--- config.mk ---
export PLATFORM = sky130hd
export DESIGN_NAME = id_ex_ctrl_pipe_flat
export DESIGN_NICKNAME = d
export VERILOG_FILES = /design/src/rtl/id_ex_ctrl_if.sv /design/src/rtl/id_ex_ctrl_pipe.sv /design/src/flat_wrapper.sv
export SDC_FILE = /design/constraint.sdc
export NUM_CORES = 1
export LEC_CHECK = 0
export CAP_MARGIN = 15
export CORE_MARGIN = 2
export CORE_UTILIZATION = 33
export DETAILED_ROUTE_END_ITERATION = 10
export GPL_ROUTABILITY_DRIVEN = 0
export PLACE_DENSITY = 0.73
export SLEW_MARGIN = 10
export SYNTH_ARGS = -nofsm -noshare
export SYNTH_HDL_FRONTEND = slang
export SYNTH_SLANG_ARGS = --single-unit
--- constraint.sdc ---
create_clock -name clk_i -period 1.5 [get_ports clk_i]
set_clock_uncertainty 0.1 [all_clocks]
set_input_delay 0.3 -clock clk_i [delete_from_list [all_inputs] [get_ports clk_i]]
set_output_delay 0.3 -clock clk_i [all_outputs]
set_load 0.1 [all_outputs]
--- src/rtl/id_ex_ctrl_if.sv ---
// Control bundle between the ID-stage decoder and the EX/MEM/WB control pipe.
// master = decoder side, slave = id_ex_ctrl_pipe.
interface id_ex_ctrl_if #(
  parameter int ALUOP_W    = 3,
  parameter int REG_ADDR_W = 5
);
  logic                  id_regwrite_i;
  logic                  id_memwrite_i;
  logic                  id_memread_i;
  logic                  id_alusrc_i;
  logic [ALUOP_W-1:0]    id_aluop_i;
  logic [REG_ADDR_W-1:0] id_rs1_i;
  logic [REG_ADDR_W-1:0] id_rs2_i;
  logic [REG_ADDR_W-1:0] id_rd_i;
  logic                  id_branch_taken_i;

  logic                  stall_o;
  logic                  flush_o;
  logic                  ex_regwrite_o;
  logic                  ex_memwrite_o;
  logic                  ex_memread_o;
  logic                  ex_alusrc_o;
  logic [ALUOP_W-1:0]    ex_aluop_o;
  logic [REG_ADDR_W-1:0] ex_rd_o;
  logic                  mem_regwrite_o;
  logic                  mem_memwrite_o;
  logic                  mem_memread_o;
  logic [REG_ADDR_W-1:0] mem_rd_o;
  logic                  wb_regwrite_o;
  logic                  wb_memtoreg_o;
  logic [REG_ADDR_W-1:0] wb_rd_o;

  modport master (
    output id_regwrite_i, id_memwrite_i, id_memread_i, id_alusrc_i, id_aluop_i,
           id_rs1_i, id_rs2_i, id_rd_i, id_branch_taken_i,
    input  stall_o, flush_o,
           ex_regwrite_o, ex_memwrite_o, ex_memread_o, ex_alusrc_o, ex_aluop_o, ex_rd_o,
           mem_regwrite_o, mem_memwrite_o, mem_memread_o, mem_rd_o,
           wb_regwrite_o, wb_memtoreg_o, wb_rd_o
  );

  modport slave (
    input  id_regwrite_i, id_memwrite_i, id_memread_i, id_alusrc_i, id_aluop_i,
           id_rs1_i, id_rs2_i, id_rd_i, id_branch_taken_i,
    output stall_o, flush_o,
           ex_regwrite_o, ex_memwrite_o, ex_memread_o, ex_alusrc_o, ex_aluop_o, ex_rd_o,
           mem_regwrite_o, mem_memwrite_o, mem_memread_o, mem_rd_o,
           wb_regwrite_o, wb_memtoreg_o, wb_rd_o
  );
endinterface

--- src/rtl/id_ex_ctrl_pipe.sv ---
// ID->EX->MEM->WB control pipeline with load-use stall / bubble insertion and branch-flush gating.
// Optional stall/flush performance counters are enabled by defining CTRL_PERF_CNT_EN.
module id_ex_ctrl_pipe #(
  parameter int ALUOP_W    = 3,
  parameter int REG_ADDR_W = 5,
  parameter int CNT_W      = 32
) (
  input  logic             clk_i,
  input  logic             rst_i,
  id_ex_ctrl_if.slave      ctrl
`ifdef CTRL_PERF_CNT_EN
  ,
  output logic [CNT_W-1:0] stall_cnt_o,
  output logic [CNT_W-1:0] flush_cnt_o
`endif
);
  logic                  hazard;

  logic                  ex_regwrite_reg,  ex_regwrite_next;
  logic                  ex_memwrite_reg,  ex_memwrite_next;
  logic                  ex_memread_reg,   ex_memread_next;
  logic                  ex_alusrc_reg,    ex_alusrc_next;
  logic [ALUOP_W-1:0]    ex_aluop_reg,     ex_aluop_next;
  logic [REG_ADDR_W-1:0] ex_rd_reg,        ex_rd_next;

  logic                  mem_regwrite_reg;
  logic                  mem_memwrite_reg;
  logic                  mem_memread_reg;
  logic [REG_ADDR_W-1:0] mem_rd_reg;

  logic                  wb_regwrite_reg;
  logic                  wb_memtoreg_reg;
  logic [REG_ADDR_W-1:0] wb_rd_reg;

  // Only a load sitting in EX can stall; x0 is never a real dependency.
  // rs2 is compared even for I-type, accepting the occasional false stall.
  always_comb begin
    hazard = ex_memread_reg & (ex_rd_reg != '0) &
             ((ex_rd_reg == ctrl.id_rs1_i) | (ex_rd_reg == ctrl.id_rs2_i));
  end

  always_comb begin
    ex_regwrite_next = 1'b0;
    ex_memwrite_next = 1'b0;
    ex_memread_next  = 1'b0;
    ex_alusrc_next   = 1'b0;
    ex_aluop_next    = '0;
    ex_rd_next       = '0;
    if (!hazard) begin
      ex_regwrite_next = ctrl.id_regwrite_i;
      ex_memwrite_next = ctrl.id_memwrite_i;
      ex_memread_next  = ctrl.id_memread_i;
      ex_alusrc_next   = ctrl.id_alusrc_i;
      ex_aluop_next    = ctrl.id_aluop_i;
      ex_rd_next       = ctrl.id_rd_i;
    end
  end

  always_ff @(posedge clk_i) begin
    if (rst_i) begin
      ex_regwrite_reg  <= 1'b0;
      ex_memwrite_reg  <= 1'b0;
      ex_memread_reg   <= 1'b0;
      ex_alusrc_reg    <= 1'b0;
      ex_aluop_reg     <= '0;
      ex_rd_reg        <= '0;
      mem_regwrite_reg <= 1'b0;
      mem_memwrite_reg <= 1'b0;
      mem_memread_reg  <= 1'b0;
      mem_rd_reg       <= '0;
      wb_regwrite_reg  <= 1'b0;
      wb_memtoreg_reg  <= 1'b0;
      wb_rd_reg        <= '0;
    end else begin
      ex_regwrite_reg  <= ex_regwrite_next;
      ex_memwrite_reg  <= ex_memwrite_next;
      ex_memread_reg   <= ex_memread_next;
      ex_alusrc_reg    <= ex_alusrc_next;
      ex_aluop_reg     <= ex_aluop_next;
      ex_rd_reg        <= ex_rd_next;
      mem_regwrite_reg <= ex_regwrite_reg;
      mem_memwrite_reg <= ex_memwrite_reg;
      mem_memread_reg  <= ex_memread_reg;
      mem_rd_reg       <= ex_rd_reg;
      wb_regwrite_reg  <= mem_regwrite_reg;
      wb_memtoreg_reg  <= mem_memread_reg;
      wb_rd_reg        <= mem_rd_reg;
    end
  end

  // A stalled branch keeps its ID slot, so its flush is simply deferred a cycle.
  assign ctrl.stall_o        = hazard;
  assign ctrl.flush_o        = ctrl.id_branch_taken_i & ~hazard;
  assign ctrl.ex_regwrite_o  = ex_regwrite_reg;
  assign ctrl.ex_memwrite_o  = ex_memwrite_reg;
  assign ctrl.ex_memread_o   = ex_memread_reg;
  assign ctrl.ex_alusrc_o    = ex_alusrc_reg;
  assign ctrl.ex_aluop_o     = ex_aluop_reg;
  assign ctrl.ex_rd_o        = ex_rd_reg;
  assign ctrl.mem_regwrite_o = mem_regwrite_reg;
  assign ctrl.mem_memwrite_o = mem_memwrite_reg;
  assign ctrl.mem_memread_o  = mem_memread_reg;
  assign ctrl.mem_rd_o       = mem_rd_reg;
  assign ctrl.wb_regwrite_o  = wb_regwrite_reg;
  assign ctrl.wb_memtoreg_o  = wb_memtoreg_reg;
  assign ctrl.wb_rd_o        = wb_rd_reg;

`ifdef CTRL_PERF_CNT_EN
  logic [CNT_W-1:0] stall_cnt_reg;
  logic [CNT_W-1:0] flush_cnt_reg;

  always_ff @(posedge clk_i) begin
    if (rst_i) begin
      stall_cnt_reg <= '0;
      flush_cnt_reg <= '0;
    end else begin
      if (ctrl.stall_o) stall_cnt_reg <= stall_cnt_reg + 1'b1;
      if (ctrl.flush_o) flush_cnt_reg <= flush_cnt_reg + 1'b1;
    end
  end

  assign stall_cnt_o = stall_cnt_reg;
  assign flush_cnt_o = flush_cnt_reg;
`endif
endmodule

--- src/flat_wrapper.sv ---
// flat-port wrapper written by rule: the top's interface ports become plain ports
module id_ex_ctrl_pipe_flat 
#(
  parameter int ALUOP_W    = 3,
  parameter int REG_ADDR_W = 5,
  parameter int CNT_W      = 32
)
  (clk_i, rst_i, ctrl_id_regwrite_i, ctrl_id_memwrite_i, ctrl_id_memread_i, ctrl_id_alusrc_i, ctrl_id_aluop_i, ctrl_id_rs1_i, ctrl_id_rs2_i, ctrl_id_rd_i, ctrl_id_branch_taken_i, ctrl_stall_o, ctrl_flush_o, ctrl_ex_regwrite_o, ctrl_ex_memwrite_o, ctrl_ex_memread_o, ctrl_ex_alusrc_o, ctrl_ex_aluop_o, ctrl_ex_rd_o, ctrl_mem_regwrite_o, ctrl_mem_memwrite_o, ctrl_mem_memread_o, ctrl_mem_rd_o, ctrl_wb_regwrite_o, ctrl_wb_memtoreg_o, ctrl_wb_rd_o);
  id_ex_ctrl_if #(.ALUOP_W(ALUOP_W), .REG_ADDR_W(REG_ADDR_W)) ctrl_i ();
  input  logic clk_i;
  input  logic rst_i;
  input wire logic [$bits(ctrl_i.id_regwrite_i)-1:0] ctrl_id_regwrite_i;
  input wire logic [$bits(ctrl_i.id_memwrite_i)-1:0] ctrl_id_memwrite_i;
  input wire logic [$bits(ctrl_i.id_memread_i)-1:0] ctrl_id_memread_i;
  input wire logic [$bits(ctrl_i.id_alusrc_i)-1:0] ctrl_id_alusrc_i;
  input wire logic [$bits(ctrl_i.id_aluop_i)-1:0] ctrl_id_aluop_i;
  input wire logic [$bits(ctrl_i.id_rs1_i)-1:0] ctrl_id_rs1_i;
  input wire logic [$bits(ctrl_i.id_rs2_i)-1:0] ctrl_id_rs2_i;
  input wire logic [$bits(ctrl_i.id_rd_i)-1:0] ctrl_id_rd_i;
  input wire logic [$bits(ctrl_i.id_branch_taken_i)-1:0] ctrl_id_branch_taken_i;
  output wire logic [$bits(ctrl_i.stall_o)-1:0] ctrl_stall_o;
  output wire logic [$bits(ctrl_i.flush_o)-1:0] ctrl_flush_o;
  output wire logic [$bits(ctrl_i.ex_regwrite_o)-1:0] ctrl_ex_regwrite_o;
  output wire logic [$bits(ctrl_i.ex_memwrite_o)-1:0] ctrl_ex_memwrite_o;
  output wire logic [$bits(ctrl_i.ex_memread_o)-1:0] ctrl_ex_memread_o;
  output wire logic [$bits(ctrl_i.ex_alusrc_o)-1:0] ctrl_ex_alusrc_o;
  output wire logic [$bits(ctrl_i.ex_aluop_o)-1:0] ctrl_ex_aluop_o;
  output wire logic [$bits(ctrl_i.ex_rd_o)-1:0] ctrl_ex_rd_o;
  output wire logic [$bits(ctrl_i.mem_regwrite_o)-1:0] ctrl_mem_regwrite_o;
  output wire logic [$bits(ctrl_i.mem_memwrite_o)-1:0] ctrl_mem_memwrite_o;
  output wire logic [$bits(ctrl_i.mem_memread_o)-1:0] ctrl_mem_memread_o;
  output wire logic [$bits(ctrl_i.mem_rd_o)-1:0] ctrl_mem_rd_o;
  output wire logic [$bits(ctrl_i.wb_regwrite_o)-1:0] ctrl_wb_regwrite_o;
  output wire logic [$bits(ctrl_i.wb_memtoreg_o)-1:0] ctrl_wb_memtoreg_o;
  output wire logic [$bits(ctrl_i.wb_rd_o)-1:0] ctrl_wb_rd_o;
  assign ctrl_i.id_regwrite_i = ctrl_id_regwrite_i;
  assign ctrl_i.id_memwrite_i = ctrl_id_memwrite_i;
  assign ctrl_i.id_memread_i = ctrl_id_memread_i;
  assign ctrl_i.id_alusrc_i = ctrl_id_alusrc_i;
  assign ctrl_i.id_aluop_i = ctrl_id_aluop_i;
  assign ctrl_i.id_rs1_i = ctrl_id_rs1_i;
  assign ctrl_i.id_rs2_i = ctrl_id_rs2_i;
  assign ctrl_i.id_rd_i = ctrl_id_rd_i;
  assign ctrl_i.id_branch_taken_i = ctrl_id_branch_taken_i;
  assign ctrl_stall_o = ctrl_i.stall_o;
  assign ctrl_flush_o = ctrl_i.flush_o;
  assign ctrl_ex_regwrite_o = ctrl_i.ex_regwrite_o;
  assign ctrl_ex_memwrite_o = ctrl_i.ex_memwrite_o;
  assign ctrl_ex_memread_o = ctrl_i.ex_memread_o;
  assign ctrl_ex_alusrc_o = ctrl_i.ex_alusrc_o;
  assign ctrl_ex_aluop_o = ctrl_i.ex_aluop_o;
  assign ctrl_ex_rd_o = ctrl_i.ex_rd_o;
  assign ctrl_mem_regwrite_o = ctrl_i.mem_regwrite_o;
  assign ctrl_mem_memwrite_o = ctrl_i.mem_memwrite_o;
  assign ctrl_mem_memread_o = ctrl_i.mem_memread_o;
  assign ctrl_mem_rd_o = ctrl_i.mem_rd_o;
  assign ctrl_wb_regwrite_o = ctrl_i.wb_regwrite_o;
  assign ctrl_wb_memtoreg_o = ctrl_i.wb_memtoreg_o;
  assign ctrl_wb_rd_o = ctrl_i.wb_rd_o;
  id_ex_ctrl_pipe #(.ALUOP_W(ALUOP_W), .REG_ADDR_W(REG_ADDR_W), .CNT_W(CNT_W)) u_core (.clk_i(clk_i), .rst_i(rst_i), .ctrl(ctrl_i));
endmodule
==> impl_metrics.prom <==
# TYPE chip_impl_metric gauge
chip_impl_info{name="result_of_the_run",value="finished with violations"} 1
chip_impl_info{name="failed_checks",value="negative setup slack"} 1
chip_impl_metric{name="coreArea",unit="µm²"} 2781
chip_impl_metric{name="detailroute.via_count",unit=""} 854
chip_impl_metric{name="yosys_warnings",unit=""} 0
chip_impl_metric{name="grt_antenna_before_repair",unit=""} 0
chip_impl_metric{name="initial_standard_cell_utilization_of_the_core",unit="%"} 34.91
chip_impl_metric{name="buffer_ports.inserted",unit=""} 53
chip_impl_metric{name="cts_sinks",unit=""} 27
chip_impl_metric{name="synth_cells",unit=""} 89
chip_impl_metric{name="mappedNetlistArea",unit="µm²"} 970.9
chip_impl_metric{name="synth_enable_flop_cells",unit=""} 0
chip_impl_metric{name="slew_violations",unit=""} 0
chip_impl_metric{name="drt_drc_violations_left",unit=""} 0
chip_impl_metric{name="seq_area_frac_synth",unit="%"} 55.67
chip_impl_metric{name="cts-hold-fix-buffers",unit=""} 0
chip_impl_metric{name="post-dp-hpwl",unit="µm"} 1895
chip_impl_metric{name="timing_worst_slew_pin_value",unit="ns"} 0.2184
chip_impl_metric{name="cts_max_path_buffers",unit=""} 2
chip_impl_info{name="grt_setup_unrepaired",value="true"} 1
chip_impl_metric{name="sequential_cell_area",unit="µm²"} 560.5
chip_impl_info{name="netlist_top_cells_count",value="sky130_fd_sc_hd__dfxtp_1, sky130_fd_sc_hd__nor2b_1, sky130_fd_sc_hd__nand2b_1, sky130_fd_sc_hd__a21oi_2, sky130_fd_sc_hd__xnor2_1"} 1
chip_impl_metric{name="maxCapViolations",unit=""} 0
chip_impl_metric{name="cts.reportedPaths.clkPinSlew",unit="ns"} 0.15
chip_impl_info{name="worstSetupPathType",value="register to output pin"} 1
chip_impl_metric{name="vias_in_the_first_global_route",unit=""} 935
chip_impl_metric{name="timing.final.setup_violations",unit=""} 14
chip_impl_metric{name="vdd_ir_drop_max",unit="µV"} 628.8
chip_impl_metric{name="asyncSetResetFlopFracSynth",unit="%"} 0
chip_impl_metric{name="worst_skew_pair.late_latency",unit="ns"} 0.33
chip_impl_info{name="synth_top_flop_cell",value="sky130_fd_sc_hd__dfxtp_1"} 1
chip_impl_metric{name="num-fill-cells",unit=""} 185
chip_impl_metric{name="detailedRoute.firstIterationViolations",unit=""} 8
chip_impl_metric{name="route.detailed.vias_per_inst",unit=""} 4.543
chip_impl_metric{name="die_h",unit="µm"} 58.24
chip_impl_info{name="most_numerous_cell_in_the_yosys_netlist",value="sky130_fd_sc_hd__dfxtp_1"} 1
chip_impl_metric{name="cp_data_arrival_time",unit="ns"} 1.81
chip_impl_metric{name="lkg_pwr",unit="nW"} 0.8091
chip_impl_metric{name="post_route_cells_drive_above_1_share",unit="%"} 45.22
chip_impl_metric{name="cts_max_level",unit=""} 1
chip_impl_info{name="cp-end-kind",value="output pin"} 1
chip_impl_metric{name="finish.net_count",unit=""} 183
chip_impl_metric{name="finalWirelength",unit="µm"} 2582
chip_impl_metric{name="multi_input_area",unit="µm²"} 460.4
chip_impl_metric{name="global_route.usage.total",unit="%"} 17.04
chip_impl_metric{name="mappedNetlistNets",unit=""} 114
chip_impl_metric{name="place.detailed.instances",unit=""} 179
chip_impl_metric{name="postRouteAntennaNets",unit=""} 0
chip_impl_metric{name="yosys_register_bits",unit=""} 27
chip_impl_metric{name="grt_max_degree",unit=""} 16
chip_impl_metric{name="tritoncts.num_buffers",unit=""} 3
chip_impl_metric{name="mean_post_synth_cell_area",unit="µm²"} 10.91
chip_impl_info{name="post_synth_main_area_contributors",value="sky130_fd_sc_hd__dfxtp_1, sky130_fd_sc_hd__nor2b_1, sky130_fd_sc_hd__a21oi_2, sky130_fd_sc_hd__xnor2_1, sky130_fd_sc_hd__nand2b_1"} 1
chip_impl_metric{name="worst-path-max-fanout",unit=""} 3
chip_impl_metric{name="synth_top_cell_area_share",unit="%"} 55.67
chip_impl_metric{name="std_cell_rows",unit=""} 19
chip_impl_info{name="cts_tree",value="built"} 1
chip_impl_metric{name="netlist-cell-type-count",unit=""} 16
chip_impl_info{name="hp-class",value="input pin to register"} 1
chip_impl_metric{name="floorplan.io_pins",unit=""} 54
chip_impl_info{name="startpoint_type",value="register"} 1
chip_impl_info{name="synth_top_cell_by_area",value="sky130_fd_sc_hd__dfxtp_1"} 1
chip_impl_metric{name="syn2layout_area_growth",unit="%"} 112.2
chip_impl_metric{name="grt_first_pass_wirelength",unit="µm"} 4278
chip_impl_metric{name="min_period",unit="ns"} 2.214
chip_impl_metric{name="report.final.hold_viol_count",unit=""} 0
chip_impl_info{name="clockRootBuffer",value="sky130_fd_sc_hd__clkbuf_4"} 1
chip_impl_metric{name="timing.critical_path.required",unit="ns"} 1.10
chip_impl_metric{name="finish.cell_count_without_fillers",unit=""} 188
chip_impl_metric{name="post_drt_wl_per_cell",unit="µm"} 13.73
chip_impl_metric{name="fmax",unit="MHz"} 451.6
chip_impl_metric{name="worst_slack",unit="ns"} -0.7142
chip_impl_metric{name="final_critical_path_share_of_the_clock_period",unit="%"} 147.6
chip_impl_metric{name="fp.dieArea",unit="µm²"} 3392
chip_impl_metric{name="num_antenna_cells",unit=""} 0
chip_impl_metric{name="drt_first_pass_iters",unit=""} 4
chip_impl_metric{name="design_power_total",unit="mW"} 1.744
chip_impl_metric{name="power-per-cell-area",unit="nW/µm²"} 846.1
chip_impl_metric{name="maxSlewHeadroom",unit="%"} 85.44
chip_impl_metric{name="chipWidth",unit="µm"} 58.24
chip_impl_metric{name="global_route.overflow_total",unit=""} 0
-- through the flow --
| stage | utilization [%] | cell area (µm²) | setup TNS [ns] | hold WS [ns] | setup WS, ns |
|---|---|---|---|---|---|
| global route | 74.09 | 2061 | -6.464 | 0.4158 | -0.7600 |
| detailed placement | 69.14 | 1923 | -4.588 | 0.3951 | -0.5447 |
| global placement | 69.14 | 1923 | -4.337 | 0.3899 | -0.5242 |
| CTS | 73.73 | 2051 | -7.679 | 0.4109 | -0.7270 |
| floorplan | - | 1015 | -2.722 | 0.3194 | -0.7111 |
| finish | 74.09 | 2061 | -5.979 | 0.4079 | -0.7142 |
-- critical path, stage by stage, from the launching register on --
cell	delay [ns]
sky130_fd_sc_hd__dfxtp_4	0.37
sky130_fd_sc_hd__or4_4	0.55
sky130_fd_sc_hd__o21a_4	0.23
sky130_fd_sc_hd__a21boi_4	0.15
sky130_fd_sc_hd__buf_12	0.19
-- cells in the final DEF (no fill, tap or decap), drive strengths merged --
cell type and count:
a21boi 1, a21oi 12, clkdlybuf4s50 24, clkinv 1
nor2b 15, o21a 1, and2 1, buf 44
nand3 2, clkbuf 3, o22ai 1, nand2b 12
xnor2 10, nand2 2, dfxtp 27, or4 1
-- power breakdown --
group          switching (mW)  internal (mW)  leakage [nW]  total (mW)
Sequential             0.0292          0.747         0.226       0.776
Clock                   0.222          0.100        0.0177       0.322
Combinational           0.364          0.281         0.566       0.645
Total                   0.615           1.13         0.809        1.74
-- sequential cells by signal, indices dropped and copies added (netlist names) --
name                        count
u_core.ctrl.ex_memread_o        1
u_core.ctrl.ex_alusrc_o         1
u_core.ctrl.wb_rd_o             5
u_core.ctrl.mem_memread_o       1
u_core.ctrl.ex_rd_o             5
u_core.ctrl.wb_memtoreg_o       1
u_core.ctrl.ex_aluop_o          3
u_core.ctrl.ex_memwrite_o       1
u_core.ctrl.mem_regwrite_o      1
u_core.ctrl.ex_regwrite_o       1
u_core.ctrl.mem_rd_o            5
u_core.ctrl.mem_memwrite_o      1
u_core.ctrl.wb_regwrite_o       1
-- logic make-up (layout without fill, tap and decap cells) --
logic type | Yosys count | in the layout | share of synthesized area (%)
buffers and inverters | 4 | 72 | 2.448
XOR/XNOR | 10 | 10 | 9.020
AO/OA/AOI/OAI | 15 | 15 | 12.24
AND/OR/NAND/NOR | 33 | 33 | 20.62
flip-flops | 27 | 27 | 55.67
-- per-layer routing --
| layer | up-vias | wire length [µm] | GRT usage (%) |
|---|---|---|---|
| met5 | - | 0 | 0 |
| met4 | 0 | 66 | 6.977 |
| met3 | 8 | 180 | 5.580 |
| met2 | 38 | 1382 | 31.66 |
| met1 | 386 | 952 | 17.36 |
| li1 | 422 | - | - |
-- cell type report --
class                   count  area share [%]
multi-input cells          58           22.34
repair buffers             68           47.24
clock buffers               3           1.093
clock inverters             1          0.2429
well taps                  31           1.882
flip-flops and latches     27           27.20
-- path summary, 6_finish.rpt --
kind         slack [ns]                              endpoint  cells past startpoint                               start
max               -0.71                          ctrl_flush_o                      4   u_core.ctrl.ex_rd_o[4]$_SDFF_PP0_
min                0.41  u_core.ctrl.ex_regwrite_o$_SDFF_PP0_                      3                  ctrl_id_regwrite_i
max reg2reg       -0.43   u_core.ctrl.ex_memread_o$_SDFF_PP0_                      7   u_core.ctrl.ex_rd_o[4]$_SDFF_PP0_
min reg2reg        0.41     u_core.ctrl.wb_rd_o[0]$_SDFF_PP0_                      1  u_core.ctrl.mem_rd_o[0]$_SDFF_PP0_
-- what timing repair did --
action | 4_1_cts | 5_1_grt
pin swaps | 7 | 7
setup buffers | 4 | 2
resized for setup | 9 | 5
gates cloned | 1 | 0
setup endpoints to repair | 13 | 14
(Power assumes the default switching activity.)
